**config.mk**
```make
export PLATFORM = sky130hd
export DESIGN_NAME = pipe_ctrl
export DESIGN_NICKNAME = d
export VERILOG_FILES = /design/src/rtl/pipe_ctrl.sv
export SDC_FILE = /design/constraint.sdc
export NUM_CORES = 1
export LEC_CHECK = 0
export BUFFER_PORTS_ARGS = -buffer_cell sky130_fd_sc_hd__buf_2
export CAP_MARGIN = 0
export CORE_MARGIN = 3
export CORE_UTILIZATION = 55
export DETAILED_ROUTE_END_ITERATION = 7
export HOLD_SLACK_MARGIN = 0.05
export PLACE_DENSITY = 0.87
export SLEW_MARGIN = 20
export SYNTH_ARGS = -nofsm -noshare
export SYNTH_HDL_FRONTEND = slang
export SYNTH_SLANG_ARGS = --single-unit
```
**constraint.sdc**
```tcl
create_clock -name clk -period 5.6 [get_ports clk]
set_clock_uncertainty 0.2 [all_clocks]
set_input_delay 0.28 -clock clk [delete_from_list [all_inputs] [get_ports clk]]
set_output_delay 0.28 -clock clk [all_outputs]
set_load 0.01 [all_outputs]
```
**src/rtl/pipe_ctrl.sv**
```systemverilog
// pipe_ctrl: RV32I pipeline stall/flush controller with deferred PC redirect and debug counters.
module pipe_ctrl #(
    parameter int WDOG_LIMIT = 1024,
    parameter int CNT_W      = 32
) (
    input  logic             clk,
    input  logic             rst,
    input  logic             rdy,
    input  logic             stallreq_if,
    input  logic             stallreq_id,
    input  logic             stallreq_ex,
    input  logic             stallreq_mem,
    input  logic             jump_req,
    input  logic [31:0]      jump_target,
    output logic [5:0]       stall_state,
    output logic             jump_flag,
    output logic             pc_redirect,
    output logic [31:0]      pc_redirect_addr,
    output logic             if_discard,
    output logic             stall_timeout,
    output logic [CNT_W-1:0] cyc_cnt,
    output logic [CNT_W-1:0] stall_cnt,
    output logic [CNT_W-1:0] flush_cnt
);
    localparam logic IDLE = 1'b0;
    localparam logic PEND = 1'b1;
    localparam int   RW   = $clog2(WDOG_LIMIT + 1);

    logic             state_q, state_d;
    logic [31:0]      pend_addr_q, pend_addr_d;
    logic [RW-1:0]    run_q, run_d;
    logic             timeout_q, timeout_d;
    logic [CNT_W-1:0] cyc_q, cyc_d, stall_q, stall_d, flush_q, flush_d;
    logic             acc;

    always_comb begin
        stall_state = rst ? 6'b000000 : !rdy ? 6'b111111 : stallreq_mem ? 6'b011111 :
                      stallreq_ex ? 6'b001111 : stallreq_id ? 6'b000111 :
                      stallreq_if ? 6'b000011 : 6'b000000;
        acc = !rst & jump_req & rdy & !stallreq_mem & !stallreq_ex;
        jump_flag = acc;
        // A jump accepted while pending supersedes the stored target immediately
        pc_redirect = (state_q == IDLE) ? acc & !stallreq_if : !rst & rdy & !stallreq_if;
        pc_redirect_addr = (state_q == IDLE || acc) ? jump_target : pend_addr_q;
        if_discard = (state_q == PEND) ? !rst : acc & stallreq_if;
        state_d = !pc_redirect & (acc | state_q);
        pend_addr_d = acc ? jump_target : pend_addr_q;
        run_d = (stall_state == 6'b0) ? '0 : (run_q == RW'(WDOG_LIMIT)) ? run_q : run_q + 1'b1;
        timeout_d = timeout_q | (run_d == RW'(WDOG_LIMIT));
        cyc_d = &cyc_q ? cyc_q : cyc_q + 1'b1;
        stall_d = (stall_state[0] & ~&stall_q) ? stall_q + 1'b1 : stall_q;
        flush_d = (acc & ~&flush_q) ? flush_q + 1'b1 : flush_q;
    end

    always_ff @(posedge clk) begin
        if (rst) begin
            state_q     <= IDLE;
            pend_addr_q <= '0;
            run_q       <= '0;
            timeout_q   <= 1'b0;
            cyc_q       <= '0;
            stall_q     <= '0;
            flush_q     <= '0;
        end else begin
            state_q     <= state_d;
            pend_addr_q <= pend_addr_d;
            run_q       <= run_d;
            timeout_q   <= timeout_d;
            cyc_q       <= cyc_d;
            stall_q     <= stall_d;
            flush_q     <= flush_d;
        end
    end

    assign stall_timeout = timeout_q;
    assign cyc_cnt       = cyc_q;
    assign stall_cnt     = stall_q;
    assign flush_cnt     = flush_q;
endmodule
```
==> results.cfg <==
[status]
status = completed

[die]
die_w_um = 119
rows = 40
die-height_um = 119
die_area_sq_um = 14200
io_pins = 178
core_sq_um = 12300
start_util = 0.577

[critical_path]
crit_path_start_kind = input pin
worstSetupPathType = in -> out
regToRegSetupSlack_ns = 2.60
cp-end-kind = output pin
crit_arrival_ns = 2.58
r2r-start = stall_cnt[25]$_SDFFE_PP0P_
r2r_end = stall_cnt[1]$_SDFFE_PP0P_
cp_max_fo = 40
rr_worst_depth = 6
worst_ep_required_time_ns = 5.12

[global_route]
first_global_vias = 6491
grt_max_degree = 101
grtUsageTotal = 0.267
grt_overflow_total = 0
antenna_found_initial = 0
grt_pass1_wl_mm = 31.7

[timing]
worstMarginPinSlew_ns = 1.11
relSlewSlack = 0.248
fin_crit_ns = 3.06
setup_tns_ns = 0
max_freq_ghz = 0.327
maxSlewViolCount = 0
setup_viol = 0
rsz0062_at_grt = false
final_hold_viol_count = 0
finalCritPeriodShare = 0.546
fin_ws_ns = 2.54

[final_layout]
antenna-diode-count = 0
fin_area_sq_um = 8940
drive_gt1_frac = 0.253
syn2layout_area_growth_pct = 26.5
utilization = 0.729
nNetsFinal = 1095

[clocking]
cts_tree = yes
numCtsBuffers = 17
clk_latency_ns = 0.42
cts_sinks = 141
htreeDepth = 4
clockBufferDepth = 2
cts_root_buf = clkbuf_16
cts.clk_slew.worst_paths_ns = 0.06

[yosys]
netlist_area_sq_um = 7070
synth_top_area_frac = 0.399
syn_area_per_cell_sq_um = 8.21
synth.largest_area_cell = dfxtp_1
synth_nets = 906
ys_top_cells_by_count = dfxtp_1, nand2_1, a21oi_1, nand3_1, nor2_1
ys_types = 55
synth_area_leaders = dfxtp_1, mux2_2, nand2_1
ys_seq_elements = 141
async_flop_share = 0
seq_area_frac_synth = 0.399
yosys.cell_count.top_type = dfxtp_1
synth_flop_cell = dfxtp_1
synth_edf_count = 0
yosysWarnings = 0
synthCells = 861

[routing]
drcViolationCount = 0
viasPerCell = 6.10
antenna_left = 0
drt_iter0_markers = 640
firstDrtPassIters = 5
wl_mm = 19.8
wl_per_cell_um = 16.1
vias = 7513

[placed_design]
gp_congestion = 0.849
dpl_cell_area_sq_um = 8030
pre_cts_slack_ns = 2.65
numPortBuffers = 177
dpl.hpwl_mm = 13.0

[power_and_ir_drop]
power_mw = 2.27
power.density_nw_per_um2 = 254
max-vdd-ir-drop_v = 0.000220
leakagePower_nw = 3.52

[min_path]
whs_path_depth = 4
min_to = state_q$_SDFF_PP0_
hold_class = in -> reg
hold_start = jump_req

[run]
drv_cap = 0
-- kinds of logic (layout without fill, tap and decap cells) --
logic type                 count (synthesis)  count (layout)  synth area share
AOI/OAI and AO/OA                        185             185             0.158
xor gates and xnor gates                  12              12            0.0149
adders and majority gates                  5               5           0.00885
buffers and inverters                     65             267            0.0384
DFF                                      141             141             0.399
muxes                                     45              45            0.0708
and+or+nand+nor                          408             408             0.310
-- worst max-delay path by stage --
stage,startpoint,end,slack (ns)
floorplan,stall_cnt[8]$_SDFFE_PP0P_,stall_cnt[25]$_SDFFE_PP0P_,3.07
global placement,stall_cnt[25]$_SDFFE_PP0P_,stall_cnt[1]$_SDFFE_PP0P_,2.75
detailed placement,stall_cnt[25]$_SDFFE_PP0P_,stall_cnt[1]$_SDFFE_PP0P_,2.65
CTS,rst,pc_redirect_addr[28],2.58
global route,stall_cnt[25]$_SDFFE_PP0P_,stall_cnt[1]$_SDFFE_PP0P_,2.38
finish,rst,pc_redirect_addr[6],2.54
-- state kept, by name, indices dropped and copies added, names as in the netlist --
register	count
run_q	11
state_q	1
flush_cnt	32
pend_addr_q	32
stall_timeout	1
stall_cnt	32
cyc_cnt	32
-- through the flow --
stage          std cells  hold WS (ns)
6_report            1231         0.110
3_3_place_gp        1165         0.240
4_1_cts             1231         0.107
3_5_place_dp        1165         0.248
2_1_floorplan        861         0.179
5_1_grt             1231         0.177
-- worst max-delay path: stages --
cell and delay (ns):
dlygate4sd3_1 0.55, buf_4 0.17, nor2b_1 0.14, nand3_1 0.09, buf_4 0.28, nand2_1 0.11, buf_4 0.38, mux2_2 0.40
buf_2 0.15
-- cells in the final DEF, fill, tap and decap left out, types with 34 or more instances in the layout --
cell	instances
a21oi_1	77
or4_1	37
mux2_2	40
nor2_1	44
o21ai_0	37
nand2_1	116
nand3_1	72
o31ai_1	38
dlygate4sd3_1	34
buf_2	176
dfxtp_1	141
or3_1	36
-- final cells by class --
| type | instances | area, sq um |
|---|---|---|
| clock inverter | 13 | 116 |
| inverter | 18 | 67.6 |
| fill | 907 | 3320 |
| tap | 168 | 210 |
| timing repair buffer | 217 | 1270 |
| sequential | 141 | 2820 |
| multi-input combinational | 655 | 4000 |
| clock buffer | 19 | 453 |
-- power by group --
group	leakage, nW	internal (mW)	total [mW]	switching [mW]
Clock	0.276	0.635	1.08	0.449
Sequential	1.14	1.02	1.03	0.0135
Combinational	2.10	0.0739	0.161	0.0875
Total	3.52	1.72	2.27	0.550
-- layer usage --
layer,share of wire,vias up,wire (um),global-route usage
li1,-,3621,-,-
met1,0.42,3524,8370,0.338
met2,0.48,296,9420,0.429
met3,0.062,72,1220,0.0584
met4,0.038,0,747,0.136
met5,0,-,0,0
-- timing repair --
item                                   CTS  global route
setup buffers                            0             0
hold buffers                            34             0
setup endpoints to repair                0             0
resized for setup                        0             0
endpoints found under the hold margin   34             0
Power figures use the tool's default switching activity.
